===== src/rtl/alu_result_collector_if.sv =====
// alu_result_collector_if
// Bundles the unit result/flag inputs, the consumer handshake and the
// FIFO status outputs of alu_result_collector.
//   master : producer/consumer side (drives results, flags, OUT_READY, CLR_ERR)
//   slave  : the collector (drives ALU_OUT, OUT_UNIT, OUT_VALID, status, errors)
interface alu_result_collector_if #(
  parameter int DATA_WIDTH = 32,
  parameter int DEPTH      = 4
);
  logic [31:0]              Arith_OUT;
  logic                     Arith_Flag;
  logic [15:0]              Logic_OUT;
  logic                     Logic_Flag;
  logic [15:0]              CMP_OUT;
  logic                     CMP_Flag;
  logic [16:0]              Shift_OUT;
  logic                     Shift_Flag;
  logic                     OUT_READY;
  logic                     CLR_ERR;
  logic [DATA_WIDTH-1:0]    ALU_OUT;
  logic [1:0]               OUT_UNIT;
  logic                     OUT_VALID;
  logic [$clog2(DEPTH):0]   FIFO_COUNT;
  logic                     FULL;
  logic                     OVF_ERR;
  logic                     MULTI_ERR;

  modport master (
    output Arith_OUT, Arith_Flag, Logic_OUT, Logic_Flag, CMP_OUT, CMP_Flag,
           Shift_OUT, Shift_Flag, OUT_READY, CLR_ERR,
    input  ALU_OUT, OUT_UNIT, OUT_VALID, FIFO_COUNT, FULL, OVF_ERR, MULTI_ERR
  );

  modport slave (
    input  Arith_OUT, Arith_Flag, Logic_OUT, Logic_Flag, CMP_OUT, CMP_Flag,
           Shift_OUT, Shift_Flag, OUT_READY, CLR_ERR,
    output ALU_OUT, OUT_UNIT, OUT_VALID, FIFO_COUNT, FULL, OVF_ERR, MULTI_ERR
  );
endinterface


===== src/rtl/alu_result_collector.sv =====
// alu_result_collector
// Collects results from four ALU units into a DEPTH-entry FIFO of
// {unit, data} pairs. One push per cycle, priority arith > logic > cmp > shift.
// Ports:
//   CLK : clock, rising edge
//   RST : asynchronous active-low reset
//   bus : alu_result_collector_if.slave (unit results/flags, OUT_READY,
//         CLR_ERR in; ALU_OUT, OUT_UNIT, OUT_VALID, FIFO_COUNT, FULL,
//         OVF_ERR, MULTI_ERR out)
module alu_result_collector #(
  parameter int DATA_WIDTH = 32,
  parameter int DEPTH      = 4
) (
  input  logic                  CLK,
  input  logic                  RST,
  alu_result_collector_if.slave bus
);
  localparam int AW = $clog2(DEPTH);
  localparam int CW = AW + 1;

  logic [DATA_WIDTH+1:0] mem [DEPTH];
  logic [AW-1:0]         wr_ptr;
  logic [AW-1:0]         rd_ptr;
  logic [CW-1:0]         count;
  logic                  ovf_err;
  logic                  multi_err;

  logic                  push_req;
  logic                  multi_req;
  logic [1:0]            push_unit;
  logic [DATA_WIDTH-1:0] push_data;
  logic                  full;
  logic                  empty;
  logic                  pop;
  logic                  push_ok;
  logic                  ovf_evt;

  assign push_req  = bus.Arith_Flag | bus.Logic_Flag | bus.CMP_Flag | bus.Shift_Flag;
  assign multi_req = (bus.Arith_Flag & (bus.Logic_Flag | bus.CMP_Flag | bus.Shift_Flag)) |
                     (bus.Logic_Flag & (bus.CMP_Flag | bus.Shift_Flag)) |
                     (bus.CMP_Flag & bus.Shift_Flag);

  always_comb begin
    push_unit = 2'b00;
    push_data = '0;
    if (bus.Arith_Flag) begin
      push_unit = 2'b00;
      push_data = DATA_WIDTH'($signed(bus.Arith_OUT));
    end else if (bus.Logic_Flag) begin
      push_unit = 2'b01;
      push_data = DATA_WIDTH'(bus.Logic_OUT);
    end else if (bus.CMP_Flag) begin
      push_unit = 2'b10;
      push_data = DATA_WIDTH'(bus.CMP_OUT);
    end else if (bus.Shift_Flag) begin
      push_unit = 2'b11;
      push_data = DATA_WIDTH'(bus.Shift_OUT);
    end
  end

  assign full    = (count == CW'(DEPTH));
  assign empty   = (count == '0);
  assign pop     = ~empty & bus.OUT_READY;
  // A full FIFO still accepts a push when the head leaves on the same edge.
  assign push_ok = push_req & (~full | pop);
  assign ovf_evt = push_req & full & ~pop;

  always_ff @(posedge CLK or negedge RST) begin
    if (!RST) begin
      wr_ptr    <= '0;
      rd_ptr    <= '0;
      count     <= '0;
      ovf_err   <= 1'b0;
      multi_err <= 1'b0;
    end else begin
      if (push_ok) wr_ptr <= wr_ptr + AW'(1);
      if (pop)     rd_ptr <= rd_ptr + AW'(1);
      case ({push_ok, pop})
        2'b10:   count <= count + CW'(1);
        2'b01:   count <= count - CW'(1);
        default: count <= count;
      endcase
      // New error events take precedence over a clear in the same cycle.
      ovf_err   <= ovf_evt   | (ovf_err   & ~bus.CLR_ERR);
      multi_err <= multi_req | (multi_err & ~bus.CLR_ERR);
    end
  end

  // Storage is not reset; the pointers and count alone define what is valid.
  always_ff @(posedge CLK) begin
    if (push_ok) mem[wr_ptr] <= {push_unit, push_data};
  end

  assign bus.ALU_OUT    = empty ? '0    : mem[rd_ptr][DATA_WIDTH-1:0];
  assign bus.OUT_UNIT   = empty ? 2'b00 : mem[rd_ptr][DATA_WIDTH+1:DATA_WIDTH];
  assign bus.OUT_VALID  = ~empty;
  assign bus.FIFO_COUNT = count;
  assign bus.FULL       = full;
  assign bus.OVF_ERR    = ovf_err;
  assign bus.MULTI_ERR  = multi_err;
endmodule


===== src/flat_wrapper.sv =====
// flat-port wrapper written by rule: the top's interface ports become plain ports
module alu_result_collector_flat 
#(
  parameter int DATA_WIDTH = 32,
  parameter int DEPTH      = 4
)
  (CLK, RST, bus_Arith_OUT, bus_Arith_Flag, bus_Logic_OUT, bus_Logic_Flag, bus_CMP_OUT, bus_CMP_Flag, bus_Shift_OUT, bus_Shift_Flag, bus_OUT_READY, bus_CLR_ERR, bus_ALU_OUT, bus_OUT_UNIT, bus_OUT_VALID, bus_FIFO_COUNT, bus_FULL, bus_OVF_ERR, bus_MULTI_ERR);
  alu_result_collector_if #(.DATA_WIDTH(DATA_WIDTH), .DEPTH(DEPTH)) bus_i ();
  input  logic CLK;
  input  logic RST;
  input wire logic [$bits(bus_i.Arith_OUT)-1:0] bus_Arith_OUT;
  input wire logic [$bits(bus_i.Arith_Flag)-1:0] bus_Arith_Flag;
  input wire logic [$bits(bus_i.Logic_OUT)-1:0] bus_Logic_OUT;
  input wire logic [$bits(bus_i.Logic_Flag)-1:0] bus_Logic_Flag;
  input wire logic [$bits(bus_i.CMP_OUT)-1:0] bus_CMP_OUT;
  input wire logic [$bits(bus_i.CMP_Flag)-1:0] bus_CMP_Flag;
  input wire logic [$bits(bus_i.Shift_OUT)-1:0] bus_Shift_OUT;
  input wire logic [$bits(bus_i.Shift_Flag)-1:0] bus_Shift_Flag;
  input wire logic [$bits(bus_i.OUT_READY)-1:0] bus_OUT_READY;
  input wire logic [$bits(bus_i.CLR_ERR)-1:0] bus_CLR_ERR;
  output wire logic [$bits(bus_i.ALU_OUT)-1:0] bus_ALU_OUT;
  output wire logic [$bits(bus_i.OUT_UNIT)-1:0] bus_OUT_UNIT;
  output wire logic [$bits(bus_i.OUT_VALID)-1:0] bus_OUT_VALID;
  output wire logic [$bits(bus_i.FIFO_COUNT)-1:0] bus_FIFO_COUNT;
  output wire logic [$bits(bus_i.FULL)-1:0] bus_FULL;
  output wire logic [$bits(bus_i.OVF_ERR)-1:0] bus_OVF_ERR;
  output wire logic [$bits(bus_i.MULTI_ERR)-1:0] bus_MULTI_ERR;
  assign bus_i.Arith_OUT = bus_Arith_OUT;
  assign bus_i.Arith_Flag = bus_Arith_Flag;
  assign bus_i.Logic_OUT = bus_Logic_OUT;
  assign bus_i.Logic_Flag = bus_Logic_Flag;
  assign bus_i.CMP_OUT = bus_CMP_OUT;
  assign bus_i.CMP_Flag = bus_CMP_Flag;
  assign bus_i.Shift_OUT = bus_Shift_OUT;
  assign bus_i.Shift_Flag = bus_Shift_Flag;
  assign bus_i.OUT_READY = bus_OUT_READY;
  assign bus_i.CLR_ERR = bus_CLR_ERR;
  assign bus_ALU_OUT = bus_i.ALU_OUT;
  assign bus_OUT_UNIT = bus_i.OUT_UNIT;
  assign bus_OUT_VALID = bus_i.OUT_VALID;
  assign bus_FIFO_COUNT = bus_i.FIFO_COUNT;
  assign bus_FULL = bus_i.FULL;
  assign bus_OVF_ERR = bus_i.OVF_ERR;
  assign bus_MULTI_ERR = bus_i.MULTI_ERR;
  alu_result_collector #(.DATA_WIDTH(DATA_WIDTH), .DEPTH(DEPTH)) u_core (.CLK(CLK), .RST(RST), .bus(bus_i));
endmodule

===== config.mk =====
export PLATFORM = sky130hd
export DESIGN_NAME = alu_result_collector_flat
export DESIGN_NICKNAME = d
export VERILOG_FILES = /design/src/rtl/alu_result_collector_if.sv /design/src/rtl/alu_result_collector.sv /design/src/flat_wrapper.sv
export SDC_FILE = /design/constraint.sdc
export NUM_CORES = 1
export LEC_CHECK = 0
export ABC_AREA = 1
export BUFFER_PORTS_ARGS = -buffer_cell sky130_fd_sc_hd__buf_2
export CORE_MARGIN = 8
export CORE_UTILIZATION = 56
export CTS_CLUSTER_DIAMETER = 100
export DETAILED_ROUTE_END_ITERATION = 6
export GPL_TIMING_DRIVEN = 0
export PLACE_DENSITY = 0.87
export SYNTH_ARGS = -nofsm -noshare
export SYNTH_HDL_FRONTEND = slang
export SYNTH_SLANG_ARGS = --single-unit

===== constraint.sdc =====
create_clock -name CLK -period 3.2 [get_ports CLK]
set_clock_uncertainty 0.1 [all_clocks]
set_input_delay 0.64 -clock CLK [delete_from_list [all_inputs] [get_ports CLK]]
set_output_delay 0.64 -clock CLK [all_outputs]
set_load 0.02 [all_outputs]

# Yosys cells after proc, flatten, opt, wreduce, memory -nomap -nowiden
# Memories as Yosys holds them, arrays and structs flattened.
# Cells that the tools add are included.
[word_totals]
regBits = 9
ramBits = 136
wordCells = 52
memories = 1
[mem_list]
columns = ["memory", "words", "word_bits", "read_ports", "rd_ports_with_merged_regs", "wr", "line_no", "rtl"]
rows = [
  ["u_core.mem", 4, 34, 1, 0, 1, "alu_result_collector.sv:21", "logic [DATA_WIDTH+1:0] mem [DEPTH];"],
]
[classes]
n_addsub = 4
n_eq_ne = 3
muxes = 13
bitwise_logic = 24
reduce_logical = 2
[ops]
columns = ["operator", "count"]
rows = [
  ["32-bit 2-to-1 mux", 4],
  ["17-bit 2-to-1 mux", 1],
  ["1-bit OR", 11],
  ["2-bit 2-to-1 mux", 5],
  ["1-bit AND", 9],
  ["3-bit case mux with 2 select lines", 1],
  ["2-bit by 1-bit adder with 2-bit output, second input constant", 2],
  ["1-bit inverter", 4],
  ["3-bit by 1-bit adder with 3-bit output, second input constant", 1],
  ["3-bit == test, second input constant", 1],
  ["3-bit zero test", 1],
  ["3-bit by 1-bit subtractor with 3-bit output, second input constant", 1],
  ["2-bit by 1-bit == test with 1-bit output, second input constant", 1],
  ["2-bit == test, second input constant", 1],
  ["1-bit 2-to-1 mux", 2],
  ["2-bit nonzero test", 1],
]

# Longest topological paths before layout
[logic_depth]
word_depth = 7
ltp_mapped = 12
mapped_depth_nobuf = 12

# Worst setup path before layout
# OpenSTA, ideal clock, no wires.
[synth_timing]
path_type = "input to register"
startpoint = "in bus_Logic_Flag"
endpoint = "mem u_core.mem[0][0] (netlist name) (enable)"
arrival_time_ns = 2.551
required_time_ns = 2.675
setup_slack_ns = 0.124
cell_stages = 5
path_buffers = 1
cell_sequence = "buf_2 -> nor2_1 -> nand2_1 -> nand2_2 -> nor2_1"
[synth_via]
elab_chain_cells = 6
[synth_rtl]
columns = ["item", "line_no", "rtl"]
rows = [
  ["from (decl)", "flat_wrapper.sv:14", "input wire logic [$bits(bus_i.Logic_Flag)-1:0] bus_Logic_Flag;"],
  ["1-bit OR (3 in a row)", "alu_result_collector.sv:38", "assign push_req = bus.Arith_Flag | bus.Logic_Flag | bus.CMP_Flag | bus.Shift_Flag;"],
  ["1-bit AND", "alu_result_collector.sv:65", "assign push_ok = push_req & (~full | pop);"],
  ["1-bit 2-to-1 mux", "alu_result_collector.sv:91", "if (push_ok) mem[wr_ptr] <= {push_unit, push_data};"],
  ["1-bit 2-to-1 mux (implied by the code)", "alu_result_collector.sv:91", ""],
  ["to (decl)", "alu_result_collector.sv:21", ""],
]
# No other way between the ends.

# Worst setup path in the final report
[layout_timing]
startpoint = "reg u_core.rd_ptr[1]"
endpoint = "out bus_ALU_OUT[1]"
[layout_via]
elab_chain_cells = 2
[layout_rtl]
columns = ["item", "line_no", "rtl"]
rows = [
  ["from (decl)", "alu_result_collector.sv:23", "logic [AW-1:0] rd_ptr;"],
  ["from (signal assigned)", "alu_result_collector.sv:77", "if (pop) rd_ptr <= rd_ptr + AW'(1);"],
  ["memory 4 x 34 bit", "--", ""],
  ["32-bit 2-to-1 mux", "alu_result_collector.sv:94", "assign bus.ALU_OUT = empty ? '0 : mem[rd_ptr][DATA_WIDTH-1:0];"],
  ["to (decl)", "flat_wrapper.sv:21", "output wire logic [$bits(bus_i.ALU_OUT)-1:0] bus_ALU_OUT;"],
]
# No other way between the ends.

==> results.tsv <==
metric	value	unit
cts bufs inserted	17	
Layout area overhead	21.1	%
WL per Instance	15.7	um
Total Wirelength	17.7	mm
Mapped Area	0.00703	sq mm
share of layout cells above drive strength 1	20.1	%
Yosys top cell by area	edfxtp_1	
count of input and output buffers	128	
Die Y	128	um
fin cells	1126	
Final Slew Violations	0	
max_slew headroom	58.7	%
Fmax	365	MHz
syn avg cell area	8.91	sq um
CTS tree	done	
Final WS setup	0.463	ns
Crit Path Max Fanout	10	
CTS root buf	clkbuf_16	
Final Util	68.6	%
drt drc	0	
CP required	2.46	ns
Final setup viols	0	
RePlAce Congestion	0.817	
diodes inserted	0	
Yosys reg bits	145	
leak pwr	0.00421	uW
H-tree depth	4	
Yosys warning total	0	
post_cts resized	0	
nets@finish	1036	
post-route antenna net violation count	0	
Worst Tran Pin Value	0.620	ns
power per cell area	992	mW/mm^2
Pre-antenna DRT Iters	6	
CP most frequent cell	buf_2	
RSZ-0062 raised after global routing	no	
die width	128	um
die area	0.0164	sq mm
DR vias	5660	
count of different cell masters after synthesis	21	
Post-Place Cells	1093	
initial antenna violation count	0	
Largest stage delay, worst path	0.35	ns
pin count of the biggest net entering global routing	27	
Mapped Nets	884	
GRT overflow	0	
Final Hold Fails	0	
clk sink count	145	
Worst path slowest cell	dfrtp_1	
run status	finished, final reports clean	
critical-path cell list	buf_2 -> inv_2 -> buf_2 -> nand3_1 -> a21oi_1 -> buf_2	
total track usage	22.1	%
Syn Inst Count	789	
row count	41	
CTS Hold Buffers Added	1	
Startpoint Class	register	
post-route minimum period	2.74	ns
Clock Latency Late Sink	0.41	ns
postcts setup bufs	0	
Max clock buf depth	2	
first-pass GRT wire length	27.7	mm
share of the synthesized area in the top cell type	58.1	%
max-cap violations	0	
worst-case vdd ir drop	0.000443	V
Worst setup EP type	output pin	
DR vias/cell	5.03	
worst hold slack	0.373	ns
DP HPWL	11.9	mm
Initial Util	56.6	%
Synth area leaders	edfxtp_1 58%, nand2_1 13%, inv_1 9.0%, nand3_1 5.3%, a21oi_1 3.6%	
sequential-to-total area share from yosys stat	61.3	%
# IOs	130	
pre-CTS WS	0.448	ns
min-delay worst type	in -> reg	
WS Path Type	reg -> out	
DRT iter0 DRCs	524	
core box area	0.0124	sq mm
clk slew on worst S/H paths	0.05	ns
Arr. time, crit path	2.00	ns
number of global-route vias before repair	5843	
fin crit share	85.5	%
per-stage QoR:
stage / cell area [sq um] / power [uW] / setup TNS (ns)
4_1_cts: 8510 / 8450 / 0
2_1_floorplan: 7030 / 5400 / 0
3_3_place_gp: 7890 / 6520 / -143.74
5_1_grt: 8510 / 8920 / 0
6_report: 8510 / 8440 / 0
3_5_place_dp: 8010 / 6770 / 0
worst max-delay path, delay by kind of cell, from the launching register on:
family / cells / cell delay, ns
compound gates: 1 / 0.25
buf+inv: 4 / 0.88
flops: 1 / 0.35
simple gates: 1 / 0.11
synthesized netlist by cell type:
cell type  instances
nand2_1          252
nor2_1            42
a21oi_1           50
buf_6              2
ha_1               5
clkbuf_1          10
dfrtp_1            9
edfxtp_1         136
inv_1            168
inv_2              4
a22oi_1            1
nand2_2            1
buf_2             21
o21ai_0            3
xnor2_1            2
buf_4              4
fa_1               1
nand3_1           75
nor2_4             1
nor3_1             1
nand4_1            1
flip-flops by register name, summed over array words and instances (netlist names):
| signal | flops |
|---|---|
| u_core.mem | 136 |
| u_core.bus.FIFO_COUNT | 3 |
| u_core.rd_ptr | 2 |
| u_core.wr_ptr | 2 |
| u_core.bus.MULTI_ERR | 1 |
| u_core.bus.OVF_ERR | 1 |
worst paths after layout:
kind                                                      start                                    to  slack [ns]  cells past startpoint
min in group asynchronous                                   RST        u_core.bus.MULTI_ERR$_DFF_PN0_        0.52                      2
max in group asynchronous                                   RST          u_core.rd_ptr[1]$_DFFE_PN0P_        2.27                      2
hold reg to reg                    u_core.bus.OVF_ERR$_DFF_PN0_          u_core.bus.OVF_ERR$_DFF_PN0_        0.38                      2
setup / recovery                   u_core.rd_ptr[1]$_DFFE_PN0P_                        bus_ALU_OUT[1]        0.46                      6
hold / removal                                      bus_CLR_ERR          u_core.bus.OVF_ERR$_DFF_PN0_        0.37                      4
setup reg to reg           u_core.bus.FIFO_COUNT[0]$_DFFE_PN0P_  u_core.bus.FIFO_COUNT[2]$_DFFE_PN0P_        0.98                     10
routing by layer:
layer | vias to the layer above | track usage (%) | wire length (um)
met1 | 2521 | 24.7 | 6710
li1 | 2760 | - | -
met4 | 0 | 10.9 | 493
met5 | - | 0 | 0
met2 | 329 | 38.1 | 8880
met3 | 50 | 6.11 | 1570
cells in the final DEF, fill, tap and decap left out:
cell type      instances
nand2_1              252
inv_1                168
buf_2                149
edfxtp_1             136
nand3_1               75
a21oi_1               50
nor2_1                38
clkbuf_1              17
clkbuf_16             17
dfrtp_1                9
nor2_4                 5
ha_1                   5
clkinv_2               5
inv_2                  4
buf_4                  4
o21ai_0                3
buf_6                  2
xnor2_1                2
clkinv_1               2
buf_12                 2
buf_16                 2
nor3_1                 1
nand2_2                1
a22oi_1                1
nand4_1                1
fa_1                   1
clkinvlp_4             1
dlygate4sd3_1          1
power breakdown:
| group | switching, uW | internal (uW) |
|---|---|---|
| Clock | 671 | 975 |
| Combinational | 2610 | 1160 |
| Sequential | 177 | 2850 |
logic make-up (layout without fill, tap and decap cells):
group,after synthesis,in the layout,synth area share [%]
compound gates,54,54,3.88
xor+xnor,2,2,0.249
fa+ha+maj,6,6,1.17
buf+inv,209,374,12.0
flops,145,145,61.3
simple gates,373,373,21.4
final cells by class:
cell class | instances | area [sq um]
Timing Repair Buffer | 133 | 746
Tap cell | 172 | 215
Clock buffer | 24 | 452
Sequential cell | 145 | 4310
Fill cell | 919 | 3900
Inverter | 172 | 646
Clock inverter | 8 | 40.0
Buffer | 37 | 195
Multi-Input combinational cell | 435 | 1910
No activity file was read; power rests on OpenSTA's default activity.
